**src/rtl/conv33_window.sv**
```systemverilog
// conv33_window: 3x3 sliding-window generator for a raster-order pixel stream.
// Two line buffers keep the previous two rows; each accepted pixel at row>=2,
// col>=2 produces one registered 3x3 window with a single-cycle valid strobe.
// Pixel data is passed through bit-exact, so signedness is preserved.
module conv33_window #(
    parameter int DATA_WIDTH = 8,
    parameter int IMG_W      = 28,
    parameter int IMG_H      = 28
) (
    input  logic                  clk,
    input  logic                  rst,
    input  logic                  pix_valid,
    input  logic                  pix_sof,
    input  logic [DATA_WIDTH-1:0] pix_data,
    output logic [DATA_WIDTH-1:0] win_0_0,
    output logic [DATA_WIDTH-1:0] win_0_1,
    output logic [DATA_WIDTH-1:0] win_0_2,
    output logic [DATA_WIDTH-1:0] win_1_0,
    output logic [DATA_WIDTH-1:0] win_1_1,
    output logic [DATA_WIDTH-1:0] win_1_2,
    output logic [DATA_WIDTH-1:0] win_2_0,
    output logic [DATA_WIDTH-1:0] win_2_1,
    output logic [DATA_WIDTH-1:0] win_2_2,
    output logic                  win_valid,
    output logic                  frame_done
);

    localparam int CW = $clog2(IMG_W);
    localparam int RW = $clog2(IMG_H);
    localparam logic [CW-1:0] COL_LAST = CW'(IMG_W - 1);
    localparam logic [RW-1:0] ROW_LAST = RW'(IMG_H - 1);
    localparam logic [CW-1:0] COL_TWO  = CW'(2);
    localparam logic [RW-1:0] ROW_TWO  = RW'(2);

    logic [CW-1:0]         col_q, col_d, col_eff;
    logic [RW-1:0]         row_q, row_d, row_eff;
    logic [DATA_WIDTH-1:0] lb_a_q [IMG_W];
    logic [DATA_WIDTH-1:0] lb_a_d [IMG_W];
    logic [DATA_WIDTH-1:0] lb_b_q [IMG_W];
    logic [DATA_WIDTH-1:0] lb_b_d [IMG_W];
    logic [DATA_WIDTH-1:0] win_q  [3][3];
    logic [DATA_WIDTH-1:0] win_d  [3][3];
    logic                  win_valid_q, win_valid_d;
    logic                  frame_done_q, frame_done_d;

    // A start-of-frame pixel is treated as (0,0) no matter where the counters were
    always_comb begin
        row_eff = pix_sof ? '0 : row_q;
        col_eff = pix_sof ? '0 : col_q;
    end

    // Next-state: shift the window, update line buffers at the current column, advance counters
    always_comb begin
        col_d        = col_q;
        row_d        = row_q;
        lb_a_d       = lb_a_q;
        lb_b_d       = lb_b_q;
        win_d        = win_q;
        win_valid_d  = 1'b0;
        frame_done_d = 1'b0;
        if (pix_valid) begin
            for (int r = 0; r < 3; r++) begin
                win_d[r][0] = win_q[r][1];
                win_d[r][1] = win_q[r][2];
            end
            win_d[0][2] = lb_b_q[col_eff];
            win_d[1][2] = lb_a_q[col_eff];
            win_d[2][2] = pix_data;

            lb_b_d[col_eff] = lb_a_q[col_eff];
            lb_a_d[col_eff] = pix_data;

            win_valid_d  = (row_eff >= ROW_TWO) && (col_eff >= COL_TWO);
            frame_done_d = (row_eff == ROW_LAST) && (col_eff == COL_LAST);

            if (col_eff == COL_LAST) begin
                col_d = '0;
                row_d = (row_eff == ROW_LAST) ? '0 : row_eff + 1'b1;
            end else begin
                col_d = col_eff + 1'b1;
                row_d = row_eff;
            end
        end
    end

    // State registers; reset clears counters, line buffers and the window
    always_ff @(posedge clk or posedge rst) begin
        if (rst) begin
            col_q        <= '0;
            row_q        <= '0;
            win_valid_q  <= 1'b0;
            frame_done_q <= 1'b0;
            for (int i = 0; i < IMG_W; i++) begin
                lb_a_q[i] <= '0;
                lb_b_q[i] <= '0;
            end
            for (int r = 0; r < 3; r++) begin
                for (int c = 0; c < 3; c++) begin
                    win_q[r][c] <= '0;
                end
            end
        end else begin
            col_q        <= col_d;
            row_q        <= row_d;
            win_valid_q  <= win_valid_d;
            frame_done_q <= frame_done_d;
            lb_a_q       <= lb_a_d;
            lb_b_q       <= lb_b_d;
            win_q        <= win_d;
        end
    end

    assign win_0_0    = win_q[0][0];
    assign win_0_1    = win_q[0][1];
    assign win_0_2    = win_q[0][2];
    assign win_1_0    = win_q[1][0];
    assign win_1_1    = win_q[1][1];
    assign win_1_2    = win_q[1][2];
    assign win_2_0    = win_q[2][0];
    assign win_2_1    = win_q[2][1];
    assign win_2_2    = win_q[2][2];
    assign win_valid  = win_valid_q;
    assign frame_done = frame_done_q;

endmodule

```
**config.mk**
```make
export PLATFORM = sky130hd
export DESIGN_NAME = conv33_window
export DESIGN_NICKNAME = d
export VERILOG_FILES = /design/src/rtl/conv33_window.sv
export SDC_FILE = /design/constraint.sdc
export NUM_CORES = 1
export LEC_CHECK = 0
export ABC_CLOCK_PERIOD_IN_PS = 21400
export BUFFER_PORTS_ARGS = -buffer_cell sky130_fd_sc_hd__buf_2
export CAP_MARGIN = 10
export CORE_ASPECT_RATIO = 0.75
export CORE_UTILIZATION = 45
export DETAILED_ROUTE_END_ITERATION = 8
export PLACE_DENSITY_LB_ADDON = 0.12
export SLEW_MARGIN = 40
export SYNTH_ARGS = -nofsm -noshare
export SYNTH_HDL_FRONTEND = slang
export SYNTH_SLANG_ARGS = --single-unit
```
**constraint.sdc**
```tcl
create_clock -name clk -period 21.4 [get_ports clk]
set_input_delay 1.07 -clock clk [delete_from_list [all_inputs] [get_ports clk]]
set_output_delay 1.07 -clock clk [all_outputs]
set_load 0.05 [all_outputs]
```
==> flow_metrics.tcl <==
set metrics [dict create \
    drc 0 \
    die_w_um 267 \
    synthDistinctLibCells 54 \
    post_cts_buffers 0 \
    design_area_um2 26200 \
    final_util_pct 50.7 \
    detail_route.wirelength_mm 64.6 \
    async_reset_ff_share_pct 100 \
    setup_tns_ns 0 \
    cp-start-kind "register" \
    cts-resized-gates 0 \
    hold_class "register to register" \
    dr_total_vias 16100 \
    crit_chain "buf_4, buf_4, nand2b_1, nor2_1, a21oi_1, o221ai_1, and2_1, a41oi_1" \
    yosys.area_share.simple_pct 7.87 \
    worst_pin_slew_ns 0.897 \
    postSynthAreaPerCell_um2 11.7 \
    clk_path_buf_depth 3 \
    wl_per_cell_um 23.4 \
    start_util_pct 45.8 \
    grt_pass1_wl_mm 100 \
    yosys_warnings 0 \
    gp_congestion 0.813 \
    fp.coreArea_um2 51800 \
    ys_seq_area_share_pct 56.2 \
    place_ws_ns 16.85 \
    finalPower_mw 3.16 \
    antenna_found_initial 2 \
    synthFlopType "dfrtp_1" \
    clockRootBuffer "clkbuf_16" \
    synth_compound_area_share_pct 11.6 \
    slew_viol_final 0 \
    fmax_mhz 247 \
    leakagePower_nw 11.9 \
    hold_slack_ns 0.474 \
    maxCapViolCount 0 \
    cts_buffers 53 \
    clkPwrFrac_pct 28.5 \
    placedCellCount 2672 \
    fin_crit_ns 4.05 \
    critPathTopFamily "buffers and inverters" \
    core.rowCount 72 \
    power_frac_comb_pct 28.4 \
    area_growth_pct 10.7 \
    p_int_mw 2.04 \
    critPathRequiredTime_ns 21.90 \
    ir_drop_mv 0.0842 \
    firstDrtPassIters 5 \
    grt_pass1_vias 16000 \
    synth_edf_count 0 \
    synth_top_family_by_area "multiplexers" \
    syn-num-nets 2046 \
    dieArea_um2 53600 \
    setup_violations 0 \
    htreeDepth 2 \
    rsz0062_at_grt "no" \
    cts_hold_buf 0 \
    drt_iter0_markers 1353 \
    synth-xor-area-share_pct 0.0370 \
    clkLatencyLatePin_ns 0.59 \
    slew_headroom_pct 40.2 \
    synthCells 2033 \
    grt_max_degree 135 \
    synthMuxAreaShare_pct 20.5 \
    postRouteAntennaNets 0 \
    path_class "register to register" \
    p_seq_share_pct 43.1 \
    post-route-period-util_pct 18.9 \
    finalNetCount 2037 \
    skew_ns 0.0225 \
    crit_fanout 47 \
    overflow 0 \
    clock_sinks 532 \
    clk_pin_slew_ns 0.06 \
    ff2ff_setup_slack_ns 17.35 \
    outcome "completed" \
    crit_arrival_ns 4.55 \
    slowest_stage "dfrtp_4" \
    place_area_um2 24600 \
    end_kind "register" \
    pin_count 86 \
    detailed_place_hpwl_mm 40.1 \
    fin_ws_ns 17.35 \
    critPathMaxStageDelay_ns 0.83 \
    cts_tree "built" \
    drive_gt1_share_pct 30.0 \
    die_h_um 201 \
    fin_cells 2764 \
    cp_num_buf_inv 2 \
    switching_share_pct 35.4 \
    synth_area_um2 23700 \
    synth-adder-area-share_pct 0.0528 \
    ys_ff_latch 532 \
    port-buffer-count 85 \
    vias_per_cell 5.82 \
    hold_viol 0 \
    worst_path_most_repeated_cell "buf_4" \
    switchingPower_mw 1.12 \
    track_usage_pct 24.6 \
    power_density_nw_per_um2 120 \
]
-- placed cells by master (no fill, tap or decap), types with 33 or more instances in the layout --
master	Yosys	routed
a21oi_1	120	119
a221oi_1	33	33
buf_2	63	84
clkbuf_16	0	55
dfrtp_1	532	529
mux2_2	352	352
mux2i_1	50	50
nand2_1	235	225
nor2_1	117	114
o21ai_0	181	181
-- synthesized netlist by cell type (all sizes together), types with 3 or more instances --
cell | number | area (µm²)
and3 | 3 | 18.8
and2 | 9 | 56.3
nand4 | 6 | 37.5
nand3 | 26 | 130
nor2 | 120 | 458
nor4 | 4 | 37.5
o22a | 6 | 52.6
nand2 | 235 | 882
a211oi | 8 | 60.1
dfrtp | 532 | 13300
mux4 | 17 | 383
a221oi | 33 | 289
inv | 14 | 52.6
a21oi | 120 | 601
o21ai | 181 | 906
o221ai | 27 | 236
nor3 | 9 | 81.3
nor2b | 15 | 93.8
a311oi | 8 | 70.1
o22ai | 8 | 50.1
o221a | 8 | 90.1
mux2i | 50 | 500
nand2b | 7 | 43.8
a31oi | 6 | 37.5
a41oi | 14 | 123
buf | 88 | 495
mux2 | 352 | 3960
o211ai | 5 | 37.5
clkbuf | 94 | 354
a222oi | 6 | 60.1
a22oi | 4 | 30.0
-- kinds of logic (layout without fill, tap and decap cells) --
| group | Yosys count | in the layout |
|---|---|---|
| mux | 419 | 419 |
| fa+ha+maj | 1 | 1 |
| compound gates | 447 | 447 |
| simple gates | 437 | 437 |
| xor+xnor | 1 | 1 |
| flops | 532 | 532 |
| buf+inv | 196 | 221 |
| other cells | 0 | 3 |
-- worst reg2reg max path: cells and delay by family, from the launching register on --
family                 cells  cell delay [ns]
buffers and inverters      2             1.33
AND/OR/NAND/NOR            3             1.14
AO/OA/AOI/OAI              3             0.66
flip-flops                 1             0.83
-- power groups by stage --
stage / clock network (mW) / registers [mW] / logic, mW
3_3_place_gp: 0 / 1.37 / 0.875
4_1_cts: 0.923 / 1.36 / 0.895
6_report: 0.901 / 1.36 / 0.896
5_1_grt: 0.960 / 1.39 / 0.960
2_1_floorplan: 0 / 1.51 / 0.481
3_5_place_dp: 0 / 1.38 / 0.893
-- layout make-up --
cell class              instances  area, µm²
clock inverters                12        118
flip-flops and latches        532      13300
well taps                     703        880
clock buffers                  77       1530
multi-input cells            1305       9610
fillers                      4628      25600
diodes                          3       7.51
inverters                      14       65.1
repair buffers                118        707
-- routing by layer --
metal  up-vias  track usage, %  part of all wire, %
met4         0            5.42                  1.9
met3        77            4.88                  6.2
met1      8342            38.3                   49
met2       436            35.2                   43
met5         -               0                    0
li1       7244               -                    -
-- sequential cells by signal (all words and copies together) (netlist names) --
signal / cells
win_valid: 1
lb_a_q: 224
win_1_1: 8
row_q: 5
col_q: 5
win_0_2: 8
win_2_1: 8
win_2_2: 8
win_0_1: 8
win_1_2: 8
win_1_0: 8
win_0_0: 8
lb_b_q: 224
win_2_0: 8
frame_done: 1
-- final timing paths --
kind,from,to,depth (start not counted)
hold reg to reg,lb_b_q[73]$_DFFE_PP0P_,lb_b_q[73]$_DFFE_PP0P_,2
hold / removal,lb_b_q[73]$_DFFE_PP0P_,lb_b_q[73]$_DFFE_PP0P_,2
setup reg to reg,col_q[1]$_DFFE_PP0P_,win_1_2[6]$_DFFE_PP0P_,8
setup / recovery,col_q[1]$_DFFE_PP0P_,win_1_2[6]$_DFFE_PP0P_,8
min in group asynchronous,rst,lb_a_q[194]$_DFFE_PP0P_,2
max in group asynchronous,rst,lb_b_q[34]$_DFFE_PP0P_,5
No activity file was read; power rests on OpenSTA's default activity.
